<file path="src/rtl/input_sr.sv">
// Input-side packing shift register: 16-bit pushes into a circular buffer, 1- or 2-word registered pops.
// Optional sticky overflow/underflow flags are built when INPUT_SR_ERR_EN is defined.
module input_sr #(
    parameter int DWIDTH = 16,
    parameter int DEPTH  = 4
) (
    input  logic                       clk,
    input  logic                       reset,
    input  logic [DWIDTH-1:0]          data_in,
    input  logic                       wen,
    output logic                       full,
    input  logic                       ren_w1,
    input  logic                       ren_w2,
    output logic                       avail_w1,
    output logic                       avail_w2,
    output logic [2*DWIDTH-1:0]        data_out,
    output logic                       valid,
    output logic [$clog2(DEPTH):0]     count,
    output logic [1:0]                 err
);

    localparam int AW = $clog2(DEPTH);
    localparam logic [AW:0] DEPTH_C = (AW+1)'(DEPTH);
    localparam logic [AW:0] ONE_C   = (AW+1)'(1);
    localparam logic [AW:0] TWO_C   = (AW+1)'(2);

    logic [DWIDTH-1:0]   mem_r [DEPTH];
    logic [AW-1:0]       wr_ptr_r;
    logic [AW-1:0]       rd_ptr_r;
    logic [AW:0]         count_r;
    logic [2*DWIDTH-1:0] data_out_r;
    logic                valid_r;

    logic                push_s;
    logic                pop1_s;
    logic                pop2_s;
    logic [AW-1:0]       rd_ptr_p1_s;
    logic [AW:0]         count_nxt_s;

    // Accept/reject decisions, all taken from the registered occupancy
    always_comb begin
        push_s      = wen && (count_r < DEPTH_C);
        pop2_s      = ren_w2 && (count_r >= TWO_C);
        pop1_s      = !ren_w2 && ren_w1 && (count_r >= ONE_C);
        rd_ptr_p1_s = rd_ptr_r + AW'(1);
        count_nxt_s = count_r;
        if (push_s) begin
            count_nxt_s = count_nxt_s + ONE_C;
        end else begin
            count_nxt_s = count_nxt_s;
        end
        if (pop2_s) begin
            count_nxt_s = count_nxt_s - TWO_C;
        end else if (pop1_s) begin
            count_nxt_s = count_nxt_s - ONE_C;
        end else begin
            count_nxt_s = count_nxt_s;
        end
    end

    // Storage array; intentionally not reset, writes suppressed during reset
    always_ff @(posedge clk) begin
        if (reset && push_s) begin
            mem_r[wr_ptr_r] <= data_in;
        end
    end

    // Pointers, occupancy and registered pop data
    always_ff @(posedge clk) begin
        if (!reset) begin
            wr_ptr_r   <= '0;
            rd_ptr_r   <= '0;
            count_r    <= '0;
            data_out_r <= '0;
            valid_r    <= 1'b0;
        end else begin
            count_r <= count_nxt_s;
            if (push_s) begin
                wr_ptr_r <= wr_ptr_r + AW'(1);
            end
            if (pop2_s) begin
                data_out_r <= {mem_r[rd_ptr_p1_s], mem_r[rd_ptr_r]};
                rd_ptr_r   <= rd_ptr_r + AW'(2);
                valid_r    <= 1'b1;
            end else if (pop1_s) begin
                data_out_r <= {{DWIDTH{1'b0}}, mem_r[rd_ptr_r]};
                rd_ptr_r   <= rd_ptr_p1_s;
                valid_r    <= 1'b1;
            end else begin
                valid_r    <= 1'b0;
            end
        end
    end

`ifdef INPUT_SR_ERR_EN
    logic [1:0] err_r;

    // Sticky overflow (bit 0) and underflow (bit 1) flags, cleared only by reset
    always_ff @(posedge clk) begin
        if (!reset) begin
            err_r <= 2'b00;
        end else begin
            if (wen && (count_r == DEPTH_C)) begin
                err_r[0] <= 1'b1;
            end
            if ((ren_w2 && (count_r < TWO_C)) ||
                (ren_w1 && !ren_w2 && (count_r == '0))) begin
                err_r[1] <= 1'b1;
            end
        end
    end

    assign err = err_r;
`else
    assign err = 2'b00;
`endif

    assign full     = (count_r == DEPTH_C);
    assign avail_w1 = (count_r >= ONE_C);
    assign avail_w2 = (count_r >= TWO_C);
    assign data_out = data_out_r;
    assign valid    = valid_r;
    assign count    = count_r;

endmodule

</file>
<file path="config.mk">
export PLATFORM = sky130hd
export DESIGN_NAME = input_sr
export DESIGN_NICKNAME = d
export VERILOG_FILES = /design/src/rtl/input_sr.sv
export SDC_FILE = /design/constraint.sdc
export NUM_CORES = 1
export LEC_CHECK = 0
export CAP_MARGIN = 20
export CORE_ASPECT_RATIO = 1.1
export CORE_MARGIN = 4
export CORE_UTILIZATION = 35
export CTS_BUF_LIST = sky130_fd_sc_hd__clkbuf_2 sky130_fd_sc_hd__clkbuf_4 sky130_fd_sc_hd__clkbuf_8
export CTS_CLUSTER_SIZE = 16
export DETAILED_ROUTE_END_ITERATION = 6
export PLACE_DENSITY_LB_ADDON = 0.08
export SKIP_LAST_GASP = 1
export SYNTH_ARGS = -nofsm -noshare
export SYNTH_HDL_FRONTEND = slang
export SYNTH_SLANG_ARGS = --single-unit
</file>
<file path="constraint.sdc">
create_clock -name clk -period 3.8 [get_ports clk]
set_input_delay 0.57 -clock clk [delete_from_list [all_inputs] [get_ports clk]]
set_output_delay 0.57 -clock clk [all_outputs]
set_load 0.02 [all_outputs]
</file>
---- Yosys cells after proc, flatten, opt, wreduce, memory -nomap -nowiden ----
Memories as Yosys holds them, arrays and structs flattened. A register that Yosys moved wholly into a read port is not among the register bits.
Cells that the tools add are included.
word-level totals
  latch bits .............................. 0
  memories kept ........................... 1
  memory bits (read-only) ................. 0
  memory bits (writable) .................. 64
  bits in registers ....................... 40
memories
  memory  words  bits a word  read ports  clocked after memory_dff  write ports  RTL line  text
  mem_r   4      16           2           1                         1            27        logic [DWIDTH-1:0] mem_r [DEPTH];
operators by class
  reductions and logical operators ........ 7
  bitwise operators ....................... 0
  multiplexer cells ....................... 13
  add/sub/neg operators ................... 6
  shift-type cells ........................ 0
  $lt $le $gt $ge ......................... 3
  $mul .................................... 0
  div/mod/pow operators ................... 0
  eq/ne operators ......................... 1
operators by type and width
  operator               number
  $mux W32               2
  $mux W3                3
  $mux W2                4
  $logic_and A1 B1 Y1    5
  $add A2 B1 Y2 const B  2
  $mux W1                4
  $add A3 B1 Y3 const B  1
  $eq A3 B3 Y1 const B   1
  $ge A3 B1 Y1 const B   1
  $ge A3 B2 Y1 const B   1
  $lt A3 B3 Y1 const B   1
  $sub A3 B1 Y3 const B  1
  $sub A3 B2 Y3 const B  1
  $add A2 B2 Y2 const B  1
  $reduce_bool A2 Y1     1
  $logic_not A1 Y1       1

---- Longest topological paths before layout ----
Gate-level depths: netlist (run 1).
  word-level depth ........................ 7
  depth in mapped cells ................... 9
  depth with buffers taken out ............ 8

---- Worst setup path before layout (run 1) ----
No wires, ideal clock.
  kind .................................... register to register
  start ................................... register count_r[1] (netlist: count[1])
  end ..................................... register count_r[2] (netlist: count[2])
  setup time .............................. 115 ps
  arrival time ............................ 1799 ps
  cell stages (with the launch flop) ...... 9
  path buffers ............................ 0
  required time ........................... 3685 ps
  slack ................................... 1886 ps
  cell sequence ........................... dfxtp_1 > inv_1 > ha_1 > nand3b_1 > o21a_1 > ha_1 > and3_1 > o21a_1 > o21a_1
on the way
  cells in the longest elaborated chain, start to end .. 6
RTL lines
  what                    RTL line  text
  start, declared         30        logic [AW:0] count_r;
  start signal, assigned  77        count_r <= count_nxt_s;
  $lt A3 B3 Y1            42        push_s = wen && (count_r < DEPTH_C);
  $logic_and A1 B1 Y1     42
  $mux W3                 47        if (push_s) begin
  $sub A3 B1 Y3           55        count_nxt_s = count_nxt_s - ONE_C;
  $mux W3                 54        end else if (pop1_s) begin
  $mux W3 (*)             52        if (pop2_s) begin
Mark *: on every way between the ends. The rest lies on a longest branch, timed or not.
A chain may end at the register's enable or synchronous reset.

---- Worst setup path after layout (run 1) ----
  start ................................... register count_r[1] (netlist: count[1])
  end ..................................... output port avail_w1
on the way
  cells in the longest elaborated chain, start to end .. 1
RTL lines
  what           RTL line  text
  $ge A3 B1 Y1   119       assign avail_w1 = (count_r >= ONE_C);
  end, declared  14        output logic avail_w1,
No other way between the ends.

==> reports/metrics.cfg, run 1 <==
[clock_network]
insertion_delay_ns=0.37
cts_sinks=106
clock-root-buffer=clkbuf_8
cts_htree_levels=3
cts_setup_buffers=0
clockBufferDepth=2
path_clk_slew_ns=0.10
cts_resized=0
tritoncts=built
numCtsBuffers=9
cts_hold_buf=0

[worst_setup_path]
critical_path.startpoint_type=register
worstPathRequired_ns=3.23
cp_max_fo=6
cp_data_arrival_time_ns=2.15
cp-end-kind=primary output
crit_type=register to primary output

[final_layout]
final_cell_mix=edfxtp_1, clkdlybuf4s50_1, dfxtp_1
register_area_mm2=0.00276
diodes=0
design_area_mm2=0.00547
area_growth_pct=21.3
drive_gt1_frac=0.173
postLayoutCoreUtil=0.435
fin_nets=383
fin_cells=516
fillers=1170
multi_input_area_mm2=0.00159
final_common_cell=edfxtp_1

[sta]
max_freq_mhz=367
period_needed_ns=2.72
rsz0062_at_grt=false
timing.final.crit_share=0.717
maxSlewHeadroom=0.386
hold_ws_ns=0.457
slew_viol_final=0
setup_violations=0
worst_pin_slew_ns=0.918
fin_skew_ns=0.00876
hold_violations=0
final.setup.tns_ns=0
worst_slack_ns=1.08

[die]
pin_count=62
fp.dieW_um=116
initial_core_util=0.358
core_region_area_mm2=0.0126
die_h_um=127
die-area_mm2=0.0148
rows=43

[global_route]
grt_max_degree=33
grt_pass1_wl_um=15200
antenna_found_initial=0
grt_pass1_vias=2717
track_usage=0.140
overflow=0

[routing]
drt_iter0_drc=114
wl_um=9670
via_count=2588
postRouteAntennaNets=0
met1Wirelength_um=4330
route.met2.wl_um=4790
drc_errors=0
wl_per_cell_um=18.7
drt_pass1_iterations=4
met3WireLength_um=358
routed_via_density=5.02
top_layer=met4

[synthesis]
yosys.area_share.simple=0.0849
yosys_warnings=0
synth_xor_area_frac=0.00971
synth-seq-cells=106
synth_area_mm2=0.00451
synthAdderAreaFrac=0.0222
synth-compound-area-share=0.0733
yosys.cell_types.count=33
synth_mux_area_frac=0.160
synth_top_family_by_area=multiplexers
avgSynthCellArea_um2=15.2
synth_seq_area_share=0.613
synth_cells=296

[placement]
port_buffers=59
globalplace.congestion=0.699
pre_cts_ws_ns=1.07
place_area_mm2=0.00521
dp.cells=498
dp_hpwl_um=6110

[run_status]
status=finished clean

[run]
cap_violations=0

[pwr]
ir_drop_mv=0.576
leakagePower_nw=1.80
power_mw=3.68
powerDensity_mw_per_mm2=672

[min_path]
hold_class=register to register

worst max-delay path, stage by stage (launching register included):
cell and delay, ns:
dfxtp_1 0.50, inv_1 0.15, ha_1 0.23, nor4_4 0.22
inv_2 0.12, clkdlybuf4s50_1 0.56
layer usage:
layer | up-vias | global-route usage
met5 | - | 0
li1 | 1220 | -
met2 | 54 | 0.227
met1 | 1303 | 0.185
met3 | 11 | 0.0232
met4 | 0 | 0.0614
path summary, 6_finish.rpt:
kind	end	slack, ns	start	cells after the start
max	avail_w1	1.08	count[1]	5
min	data_out[9]	0.46	data_out[9]	2
max reg2reg	data_out[27]	1.42	count[1]	7
min reg2reg	data_out[9]	0.46	data_out[9]	2
power by group:
| part | leakage, nW | switching (mW) | internal, mW |
|---|---|---|---|
| Combinational | 0.782 | 0.727 | 0.707 |
| Sequential | 0.924 | 0.148 | 1.39 |
| Clock | 0.0990 | 0.392 | 0.310 |
| Total | 1.80 | 1.27 | 2.41 |
final cells by class:
type	count	area share
flip-flops and latches	106	0.505
multi-input cells	163	0.290
repair buffers	69	0.129
well taps	157	0.0359
clock buffers	9	0.0226
clock inverters	7	0.0144
inverters	5	0.00343
synth_stat cells, drive strengths merged:
library cell,n,area [um^2]
o31a,1,8.76
inv,5,18.8
nand2b,1,6.26
a31oi,1,6.26
a21boi,16,120
nor2b,19,119
mux4,32,721
dfxtp,42,841
xnor2,4,35.0
nor4,1,21.3
nor3,2,10.0
edfxtp,64,1920
conb,1,3.75
or2,1,6.26
nor2,3,11.3
o211a,1,10.0
a22oi,16,120
ha,8,100
xor2,1,8.76
a21oi,3,26.3
o21a,4,31.3
and3,5,31.3
a21o,1,7.51
and2,8,50.1
nand3b,1,7.51
clkbuf,6,22.5
buf,17,124
nand2,32,120
logic make-up after synthesis:
family | Yosys count
muxes | 32
and+or+nand+nor | 73
AOI/OAI and AO/OA | 43
adders and majority gates | 8
buffers and inverters | 28
other | 1
DFF | 106
xor gates and xnor gates | 5
sequential cells by signal (all words and copies together) (netlist names), named ones only:
name and flops:
count 3, data_out 32, valid 1, wr_ptr_r 2, rd_ptr_r 2, mem_r 64
(Power assumes the default switching activity.)
==> inputs of run 2 (changes only) <==
==> constraint.sdc (replaced) <==
create_clock -name clk -period 2.5 [get_ports clk]
set_input_delay 0.375 -clock clk [delete_from_list [all_inputs] [get_ports clk]]
set_output_delay 0.375 -clock clk [all_outputs]
set_load 0.02 [all_outputs]
==> reports/metrics.cfg, run 2 (synthesis gave the netlist of run 1 again) <==
[clock_network]
cts_htree_levels=3
cts_hold_buf=0
clock-root-buffer=clkbuf_8
path_clk_slew_ns=0.10
cts_resized=0
cts_setup_buffers=0
insertion_delay_ns=0.37
cts_sinks=106
clockBufferDepth=2
numCtsBuffers=9
tritoncts=built

[placement]
globalplace.congestion=0.672
dp_hpwl_um=6580
port_buffers=59
pre_cts_ws_ns=0.366

[worst_setup_path]
cp_data_arrival_time_ns=1.97
cp_max_fo=6
worstPathRequired_ns=2.12
critical_path.startpoint_type=register
cp-end-kind=primary output
crit_type=register to primary output
rrSetupSlack_ns=0.62

[sta]
maxSlewHeadroom=0.534
rsz0062_at_grt=false
max_freq_mhz=426
period_needed_ns=2.35
fin_skew_ns=0.00945
hold_violations=0
worst_slack_ns=0.151
timing.final.crit_share=0.940
setup_violations=0
slew_viol_final=0
final.setup.tns_ns=0
hold_ws_ns=0.459
worst_pin_slew_ns=0.698

[global_route]
grt_pass1_wl_um=15400
grt_max_degree=26
grt_pass1_vias=2710
antenna_found_initial=0
track_usage=0.141
overflow=0

[pwr]
leakagePower_nw=1.89
p_int_mw=4.12
seqPwrFrac=0.381
ir_drop_mv=0.757
p_sw_frac=0.318
power_frac_clock=0.241
powerDensity_mw_per_mm2=1080
combPwrFrac=0.378
p_sw_mw=1.92

[routing]
wl_per_cell_um=18.8
drt_pass1_iterations=4
drc_errors=0
via_count=2655
drt_iter0_drc=119
postRouteAntennaNets=0
routed_via_density=5.06
wl_um=9860

[run]
cap_violations=0

[final_layout]
top_register=mem_r
final_common_cell=edfxtp_1
drive_gt1_frac=0.198
diodes=0
area_growth_pct=24.2
largest_reg_flops=64
fin_nets=392
final_cell_mix=edfxtp_1, clkdlybuf4s50_1, dfxtp_1

[die]
fp.dieW_um=116
initial_core_util=0.358
die_h_um=127
die-area_mm2=0.0148
core_region_area_mm2=0.0126
rows=43
pin_count=62

[min_path]
hold_class=register to register

[run_status]
status=finished clean

-- run 2: changes by cell type in the layout (fill, tap and decap cells not counted), sizes merged --
cell / change
buf: +9
bufinv: +4
clkbuf: +2
clkinv: -4
clkinvlp: -1
inv: -1
-- run 2: critical path: stages, from the launching register on --
cell and delay (ns):
dfxtp_2 0.41, inv_1 0.11, ha_1 0.22, nor4_4 0.20, inv_2 0.12, clkdlybuf4s50_1 0.56
-- run 2: per-layer routing --
layer | vias to the layer above | GRT usage | wire [um]
met5 | - | 0 | 0
met4 | 0 | 0.0430 | 78
met3 | 7 | 0.0336 | 549
met2 | 69 | 0.224 | 4810
met1 | 1348 | 0.192 | 4420
li1 | 1231 | - | -
-- run 2: worst paths after layout --
check	end	cells after the start	start
setup reg to reg	count[2]	8	count[0]
hold reg to reg	data_out[14]	2	data_out[14]
setup / recovery	avail_w1	5	count[1]
hold / removal	data_out[14]	2	data_out[14]
-- run 2: cell type report --
type / instances / area [um^2]
fillers: 1174 / 6990
flip-flops and latches: 106 / 2760
multi-input cells: 163 / 1590
repair buffers: 78 / 746
well taps: 157 / 196
clock inverters: 5 / 150
clock buffers: 11 / 139
inverters: 5 / 18.8
-- run 2: stage by stage --
stage	cells	power (mW)	util	instance area, um^2
after floorplan	297	3.85	-	4510
after global placement	509	4.66	0.422	5310
after detailed placement	509	4.67	0.422	5310
after CTS	525	6.14	0.445	5600
after global routing	525	6.43	0.445	5600
final	525	6.05	0.445	5600
-- run 2: power by group through the flow --
stage               Clock (mW)  Combinational [mW]  Sequential (mW)
floorplan                    0                1.38             2.47
global placement             0                2.32             2.34
detailed placement           0                2.32             2.35
CTS                       1.50                2.33             2.31
global route              1.59                2.49             2.35
finish                    1.46                2.29             2.30
